## src/rtl/ex_stage.sv

```systemverilog
// RV32I execute stage: operand forwarding, ALU, branch resolution and the EX/MEM register.
// Define EX_MUL_EN to build the iterative 32-cycle shift-add multiplier for op 11.
module ex_stage (
    input  logic        clk,
    input  logic        reset,
    input  logic        stall,
    input  logic        id_ex_valid,
    input  logic        id_ex_reg_write,
    input  logic        id_ex_mem_write,
    input  logic        id_ex_mem_read,
    input  logic        id_ex_alu_src,
    input  logic        id_ex_branch,
    input  logic        id_ex_jal,
    input  logic        id_ex_jalr,
    input  logic [31:0] id_ex_pc,
    input  logic [31:0] id_ex_rs1_val,
    input  logic [31:0] id_ex_rs2_val,
    input  logic [31:0] id_ex_imm,
    input  logic [4:0]  id_ex_rs1,
    input  logic [4:0]  id_ex_rs2,
    input  logic [4:0]  id_ex_rd,
    input  logic [3:0]  id_ex_alu_op,
    input  logic [2:0]  id_ex_br_funct3,
    input  logic [31:0] mem_wb_result,
    input  logic [4:0]  mem_wb_rd,
    input  logic        mem_wb_reg_write,
    output logic [31:0] ex_mem_alu_result,
    output logic [31:0] ex_mem_reg2,
    output logic [4:0]  ex_mem_rd,
    output logic        ex_mem_reg_write,
    output logic        ex_mem_mem_write,
    output logic        ex_mem_mem_read,
    output logic        branch_taken,
    output logic [31:0] branch_target,
    output logic        ex_busy
);

    logic [31:0] res_q, reg2_q;
    logic [4:0]  rd_q;
    logic        rw_q, mw_q, mr_q;

    logic [31:0] fwd_a, fwd_b, op_b, alu_res, ex_res, mul_res;
    logic        br_cond, busy;

    // Loads sitting in EX/MEM have no data yet, so they are not a forwarding source.
    always_comb begin
        fwd_a = id_ex_rs1_val;
        if (id_ex_rs1 != 5'd0 && rw_q && !mr_q && rd_q == id_ex_rs1)
            fwd_a = res_q;
        else if (id_ex_rs1 != 5'd0 && mem_wb_reg_write && mem_wb_rd == id_ex_rs1)
            fwd_a = mem_wb_result;
    end

    always_comb begin
        fwd_b = id_ex_rs2_val;
        if (id_ex_rs2 != 5'd0 && rw_q && !mr_q && rd_q == id_ex_rs2)
            fwd_b = res_q;
        else if (id_ex_rs2 != 5'd0 && mem_wb_reg_write && mem_wb_rd == id_ex_rs2)
            fwd_b = mem_wb_result;
    end

    assign op_b = id_ex_alu_src ? id_ex_imm : fwd_b;

    always_comb begin
        alu_res = 32'd0;
        case (id_ex_alu_op)
            4'd0:    alu_res = fwd_a + op_b;
            4'd1:    alu_res = fwd_a - op_b;
            4'd2:    alu_res = fwd_a & op_b;
            4'd3:    alu_res = fwd_a | op_b;
            4'd4:    alu_res = fwd_a ^ op_b;
            4'd5:    alu_res = fwd_a << op_b[4:0];
            4'd6:    alu_res = fwd_a >> op_b[4:0];
            4'd7:    alu_res = $unsigned($signed(fwd_a) >>> op_b[4:0]);
            4'd8:    alu_res = {31'd0, $signed(fwd_a) < $signed(op_b)};
            4'd9:    alu_res = {31'd0, fwd_a < op_b};
            4'd10:   alu_res = op_b;
            4'd11:   alu_res = mul_res;
            default: alu_res = 32'd0;
        endcase
    end

    assign ex_res = (id_ex_jal || id_ex_jalr) ? id_ex_pc + 32'd4 : alu_res;

    always_comb begin
        br_cond = 1'b0;
        case (id_ex_br_funct3)
            3'b000:  br_cond = (fwd_a == fwd_b);
            3'b001:  br_cond = (fwd_a != fwd_b);
            3'b100:  br_cond = ($signed(fwd_a) < $signed(fwd_b));
            3'b101:  br_cond = ($signed(fwd_a) >= $signed(fwd_b));
            3'b110:  br_cond = (fwd_a < fwd_b);
            3'b111:  br_cond = (fwd_a >= fwd_b);
            default: br_cond = 1'b0;
        endcase
    end

    assign branch_target = id_ex_jalr ? ((fwd_a + id_ex_imm) & ~32'd1) : id_ex_pc + id_ex_imm;
    assign branch_taken  = ~reset & id_ex_valid & ~busy & ~stall &
                           (id_ex_jal | id_ex_jalr | (id_ex_branch & br_cond));

`ifdef EX_MUL_EN
    typedef enum logic [1:0] {IDLE, BUSY, DONE} mul_state_e;
    mul_state_e  state_q, state_d;
    logic [31:0] mcand_q, mplier_q, acc_q;
    logic [4:0]  cnt_q;
    logic        mul_req, busy_raw;

    assign mul_req = id_ex_valid && id_ex_alu_op == 4'd11;

    always_ff @(posedge clk or posedge reset) begin
        if (reset) state_q <= IDLE;
        else       state_q <= state_d;
    end

    always_comb begin
        state_d = state_q;
        case (state_q)
            IDLE:    if (mul_req) state_d = BUSY;
            BUSY:    if (cnt_q == 5'd31) state_d = DONE;
            DONE:    if (!stall) state_d = IDLE;
            default: state_d = IDLE;
        endcase
    end

    always_comb begin
        busy_raw = 1'b0;
        case (state_q)
            IDLE:    busy_raw = mul_req;
            BUSY:    busy_raw = 1'b1;
            default: busy_raw = 1'b0;
        endcase
    end

    always_ff @(posedge clk or posedge reset) begin
        if (reset) begin
            mcand_q  <= 32'd0;
            mplier_q <= 32'd0;
            acc_q    <= 32'd0;
            cnt_q    <= 5'd0;
        end else if (state_q == IDLE && mul_req) begin
            mcand_q  <= fwd_a;
            mplier_q <= op_b;
            acc_q    <= 32'd0;
            cnt_q    <= 5'd0;
        end else if (state_q == BUSY) begin
            if (mplier_q[0]) acc_q <= acc_q + mcand_q;
            mcand_q  <= mcand_q << 1;
            mplier_q <= mplier_q >> 1;
            cnt_q    <= cnt_q + 5'd1;
        end
    end

    assign busy    = ~reset & busy_raw;
    assign mul_res = acc_q;
`else
    assign busy    = 1'b0;
    assign mul_res = 32'd0;
`endif

    assign ex_busy = busy;

    // A busy cycle inserts a bubble: controls cleared, data fields left as they were.
    always_ff @(posedge clk or posedge reset) begin
        if (reset) begin
            res_q  <= 32'd0;
            reg2_q <= 32'd0;
            rd_q   <= 5'd0;
            rw_q   <= 1'b0;
            mw_q   <= 1'b0;
            mr_q   <= 1'b0;
        end else if (!stall) begin
            if (busy) begin
                rw_q <= 1'b0;
                mw_q <= 1'b0;
                mr_q <= 1'b0;
            end else begin
                res_q  <= ex_res;
                reg2_q <= fwd_b;
                rd_q   <= id_ex_rd;
                rw_q   <= id_ex_valid & id_ex_reg_write;
                mw_q   <= id_ex_valid & id_ex_mem_write;
                mr_q   <= id_ex_valid & id_ex_mem_read;
            end
        end
    end

    assign ex_mem_alu_result = res_q;
    assign ex_mem_reg2       = reg2_q;
    assign ex_mem_rd         = rd_q;
    assign ex_mem_reg_write  = rw_q;
    assign ex_mem_mem_write  = mw_q;
    assign ex_mem_mem_read   = mr_q;

endmodule

```

## config.mk

```make
export PLATFORM = sky130hd
export DESIGN_NAME = ex_stage
export DESIGN_NICKNAME = d
export VERILOG_FILES = /design/src/rtl/ex_stage.sv
export SDC_FILE = /design/constraint.sdc
export NUM_CORES = 1
export LEC_CHECK = 0
export BUFFER_PORTS_ARGS = -buffer_cell sky130_fd_sc_hd__buf_4
export CAP_MARGIN = 10
export CORE_MARGIN = 5
export CORE_UTILIZATION = 54
export DETAILED_ROUTE_END_ITERATION = 10
export HOLD_SLACK_MARGIN = 0.03
export PLACE_DENSITY_LB_ADDON = 0.3
export SLEW_MARGIN = 20
export SYNTH_ARGS = -nofsm -noshare
export SYNTH_HDL_FRONTEND = slang
export SYNTH_SLANG_ARGS = --single-unit
```

## constraint.sdc

```tcl
create_clock -name clk -period 4.95 [get_ports clk]
set_input_delay 0.2475 -clock clk [delete_from_list [all_inputs] [get_ports clk]]
set_output_delay 0.2475 -clock clk [all_outputs]
set_load 0.01 [all_outputs]
```

==> results of run 1 <==
==> logic make-up after synthesis <==
kind of cell | after synthesis | share of synthesized area, %
fa+ha+maj | 197 | 13.2
mux | 103 | 6.35
xor+xnor | 114 | 5.29
compound gates | 1040 | 36.9
simple gates | 872 | 22.0
buf+inv | 300 | 6.59
flops | 72 | 9.55
other cells | 1 | 0.0199
==> per-layer routing <==
layer,overflow,global-route usage (%)
met5,0,47.0
met3,0,67.3
met4,4,69.5
met2,2,89.5
met1,0,73.9
==> Yosys cell counts, types with 65 or more instances <==
library cell  count
ha_1            193
inv_1           112
xnor2_1          65
o21ai_0         245
a21oi_1         216
dfrtp_1          72
nor2_1          189
clkbuf_1        114
mux2i_1          72
nand2_1         287
nand3_1          79
nor3_1           86
==> through the flow <==
| stage | setup slack (ns) | utilization [%] | std cells | TNS, ns | hold slack (ns) |
|---|---|---|---|---|---|
| CTS | -0.0196 | 75.1 | 3823 | -0.0443 | 0.111 |
| detailed placement | -0.537 | 72.1 | 3788 | -7.76 | 0.476 |
| global placement | -0.532 | 72.1 | 3788 | -8.01 | 0.468 |
| floorplan | 0.000731 | - | 2699 | 0 | 0.376 |
==> repair_timing <==
item                                    4_1_cts
pin swaps                                    46
setup buffers                                21
endpoints found under the hold margin         0
resized for setup                           127
endpoints found under the setup margin       29
hold buffers                                  0
==> flow_metrics.env, run 1 <==
export IMPL_status="aborted with a tool error"
export IMPL_failed_stage="5_1_grt"
export IMPL_stop_error="[ERROR GRT-0232] Routing congestion too high. Check the congestion heatmap in the GUI."
export IMPL_grt_start_max_net_pins=73
export IMPL_synth_avg_cell_area_um2=6.99
export IMPL_cts_path_max_buffers=2
export IMPL_worstEpCategory="output port"
export IMPL_synth_top_flop_cell="dfrtp_1"
export IMPL_antenna_found_initial=26
export IMPL_synthArstFlopShare_pct=100
export IMPL_placed_area_um2=24900
export IMPL_cts_sinks=72
export IMPL_io_pins=305
export IMPL_cts_inserted_buffers=9
export IMPL_grtUsageTotal_pct=75.5
export IMPL_syn_area_um2=18900
export IMPL_io_buffers=303
export IMPL_die_width_um=197
export IMPL_synth_edf_count=0
export IMPL_place_congestion=1.21
export IMPL_die_y_um=197
export IMPL_core_rowCount=68
export IMPL_ys_seq_area_share_pct=9.55
export IMPL_cts_root_buf="clkbuf_16"
export IMPL_synthTopCellsByArea="ha_1 13%, dfrtp_1 9.6%, o21ai_0 6.5%"
export IMPL_cts_max_level=3
export IMPL_start_util_pct=54.6
export IMPL_overflow=6
export IMPL_ys_ff_latch=72
export IMPL_ys_warn_count=0
export IMPL_yosysUniqueCellTypes=99
export IMPL_yosysTopAreaCell="ha_1"
export IMPL_syn_inst=2699
export IMPL_syn_nets=3095
export IMPL_synth_top_cell_area_share_pct=12.8
export IMPL_dp_hpwl_um=88200
export IMPL_worstEndpointGrtRepair="branch_taken"
==> run 2, diff against run 1 <==
Settings changed: CORE_UTILIZATION 54 to 40, HOLD_SLACK_MARGIN 0.03 to unset, PLACE_DENSITY_LB_ADDON 0.3 to 0.15.
Clock period 4.95 ns to 6.44 ns, I/O delays scaled along.
==> run 2 against run 1 <==
Compared with the run above:
- synthesized area unchanged
- the run now ends clean
- synthesized cell count unchanged
==> flow_metrics.env, run 2 <==
export IMPL_period_minus_slack_ns=6.11
export IMPL_grt_pass1_vias=23125
export IMPL_wl_um=116000
export IMPL_cts_tree="done"
export IMPL_synth_avg_cell_area_um2=6.99
export IMPL_post_cts_buffers=0
export IMPL_slew_viol_final=0
export IMPL_antenna_found_initial=12
export IMPL_synth_compound_area_share_pct=36.9
export IMPL_die_width_um=227
export IMPL_clk_pin_slew_ns=0.07
export IMPL_maxSlewHeadroom_pct=21.0
export IMPL_peakVddDrop_v=0.000159
export IMPL_crit_fanout=22
export IMPL_crit_path_start_kind="flop"
export IMPL_yosys_cell_count_top_type="nand2_1"
export IMPL_drc=0
export IMPL_worst_slew_pin_slew_ns=1.17
export IMPL_cts_inserted_buffers=9
export IMPL_grt_setup_unrepaired="false"
export IMPL_syn_inst=2699
export IMPL_dp_hpwl_um=91500
export IMPL_syn_nets=3095
export IMPL_cap_violations=0
export IMPL_fillers=4731
export IMPL_skew_ns=0.00861
export IMPL_setup_viol=0
export IMPL_min_path_type="input port to flop"
export IMPL_powerDensity_nw_per_um2=167
export IMPL_grt_pass1_wl_um=162000
export IMPL_synthXorXnorAreaFrac_pct=5.29
export IMPL_stdcell_count=3575
export IMPL_critical_path_slowest_cell="a2111oi_1"
export IMPL_syn2layout_area_growth_pct=19.3
export IMPL_place_congestion=1.11
export IMPL_dr_first_iter_drc_count=3826
export IMPL_cts_path_max_buffers=2
export IMPL_io_pins=305
export IMPL_placedCellCount=3554
export IMPL_cp_data_arrival_time_ns=5.79
export IMPL_power_leakage_uw=0.00975
export IMPL_post_route_period_util_pct=94.9
export IMPL_crit_path_max_incr_delay_ns=0.73
export IMPL_synth_top_cell_area_share_pct=12.8
export IMPL_syn_area_um2=18900
export IMPL_synth_simple_area_share_pct=22.0
export IMPL_yosysUniqueCellTypes=99
export IMPL_core_rowCount=79
export IMPL_grtUsageTotal_pct=42.4
export IMPL_final_cell_area_um2=22500
export IMPL_path_cells="xnor2_1, nand4_1, or2_2, a31oi_1, and2_1, fa_1, a21o_1, a21o_1, a2111oi_0, buf_4, or4_1, a41oi_1, o21ai_0, a2111oi_1, o31ai_1, xnor2_1, nand2_1, o21ai_0, buf_4"
export IMPL_multi_input_area_um2=15900
export IMPL_final_cell_mix="427 x buf_4, 287 x nand2_1, 242 x o21ai_0"
export IMPL_critPathKind="flop to output port"
export IMPL_io_buffers=303
export IMPL_via_count=25152
export IMPL_grt_start_max_net_pins=74
export IMPL_cts_root_buf="clkbuf_16"
export IMPL_detail_route_antenna_nets=0
export IMPL_max_freq_ghz=0.164
export IMPL_die_y_um=227
export IMPL_synth_top_flop_cell="dfrtp_1"
export IMPL_die_area_um2=51600
export IMPL_drive_gt1_share_pct=18.8
export IMPL_ys_seq_area_share_pct=9.55
export IMPL_synthTopCellsByArea="ha_1 13%, dfrtp_1 9.6%, o21ai_0 6.5%"
export IMPL_synth_fa_ha_area_share_pct=13.2
export IMPL_fin_ws_ns=0.326
export IMPL_clock_latency_ns=0.39
export IMPL_wl_per_cell_um=32.5
export IMPL_status="finished, final reports clean"
export IMPL_cts_max_level=3
export IMPL_final_common_cell="buf_4"
export IMPL_end_kind="output port"
export IMPL_synthMuxAreaShare_pct=6.35
export IMPL_yosysTopAreaCell="ha_1"
export IMPL_synth_common_cells="287 x nand2_1, 245 x o21ai_0, 216 x a21oi_1"
export IMPL_routed_via_density=7.04
export IMPL_core_area_um2=46600
export IMPL_dp_worst_setup_slack_ns=0.151
export IMPL_synth_edf_count=0
export IMPL_cts_sinks=72
export IMPL_placed_area_um2=22100
export IMPL_final_nets=3356
export IMPL_regArea_um2=1800
export IMPL_ys_ff_latch=72
export IMPL_final_hold_viol_count=0
export IMPL_drt_pass1_iterations=7
export IMPL_fin_tns_setup_ns=0
export IMPL_overflow=0
export IMPL_synthArstFlopShare_pct=100
export IMPL_worstPathRequired_ns=6.12
export IMPL_start_util_pct=40.5
export IMPL_synth_top_family_by_area="compound AO/OA/AOI/OAI gates"
export IMPL_ys_warn_count=0
==> run 2: cell counts after synthesis <==
Identical to the previous run, type by type.
==> run 2: area by class of cell <==
class	instances	share of cell area, %
Multi-Input combinational cell	2327	70.6
Timing Repair Buffer	431	14.5
Sequential cell	72	8.01
Tap cell	607	3.38
Inverter	119	1.99
Clock buffer	10	1.02
Clock inverter	6	0.512
Antenna cell	3	0.0334
==> run 2: repair_timing <==
item,4_1_cts,5_1_grt
endpoints found under the hold margin,25,0
resized for setup,0,5
endpoints found under the setup margin,0,5
hold buffers,1,0
==> run 2: layer usage <==
| layer | vias up | GRT usage [%] | routed length [um] |
|---|---|---|---|
| li1 | 10758 | - | - |
| met1 | 11860 | 53.6 | 43000 |
| met2 | 2065 | 63.5 | 48100 |
| met3 | 461 | 11.8 | 15200 |
| met4 | 8 | 27.2 | 9630 |
| met5 | - | 0 | 94 |
==> run 2: logic make-up after synthesis <==
kind of cell | after synthesis
other | 1
DFF | 72
adders and majority gates | 197
AOI/OAI and AO/OA | 1040
xor gates and xnor gates | 114
buffers and inverters | 300
muxes | 103
and+or+nand+nor | 872
==> run 2: stage by stage <==
step / hold slack (ns) / utilization, % / total power [uW]
finish: 0.160 / 48.3 / 3750
global route: 0.161 / 48.3 / 3880
CTS: 0.152 / 48.3 / 3650
detailed placement: 0.391 / 47.5 / 3000
global placement: 0.390 / 47.5 / 2980
floorplan: 0.450 / - / 1960
==> run 2: where the power goes <==
group | switching [uW] | internal [uW] | total, uW | leakage, uW
clock | 262 | 381 | 643 | 0.000163
combinational | 1560 | 908 | 2470 | 0.00869
sequential | 131 | 503 | 634 | 0.000894
total | 1960 | 1790 | 3750 | 0.00975
==> run 2: critical path, delay by kind of cell (launching register included) <==
| kind | cells | cell delay, ns |
|---|---|---|
| and+or+nand+nor | 5 | 1.57 |
| AOI/OAI and AO/OA | 9 | 2.25 |
| buffers and inverters | 2 | 0.36 |
| DFF | 1 | 0.44 |
| xor gates and xnor gates | 2 | 0.51 |
| adders and majority gates | 1 | 0.27 |
==> run 2: final timing paths <==
path	start	end	slack [ns]	depth (start not counted)
min reg2reg	ex_mem_reg2[10]	ex_mem_reg2[10]	0.49	2
min	id_ex_mem_write	ex_mem_mem_write	0.16	2
max reg2reg	ex_mem_rd[3]	ex_mem_alu_result[0]	0.53	21
max in group asynchronous	reset	ex_mem_alu_result[26]	4.71	4
min in group asynchronous	reset	ex_mem_reg2[10]	0.54	3
max	ex_mem_rd[4]	branch_target[30]	0.33	19
Power figures use the tool's default switching activity.
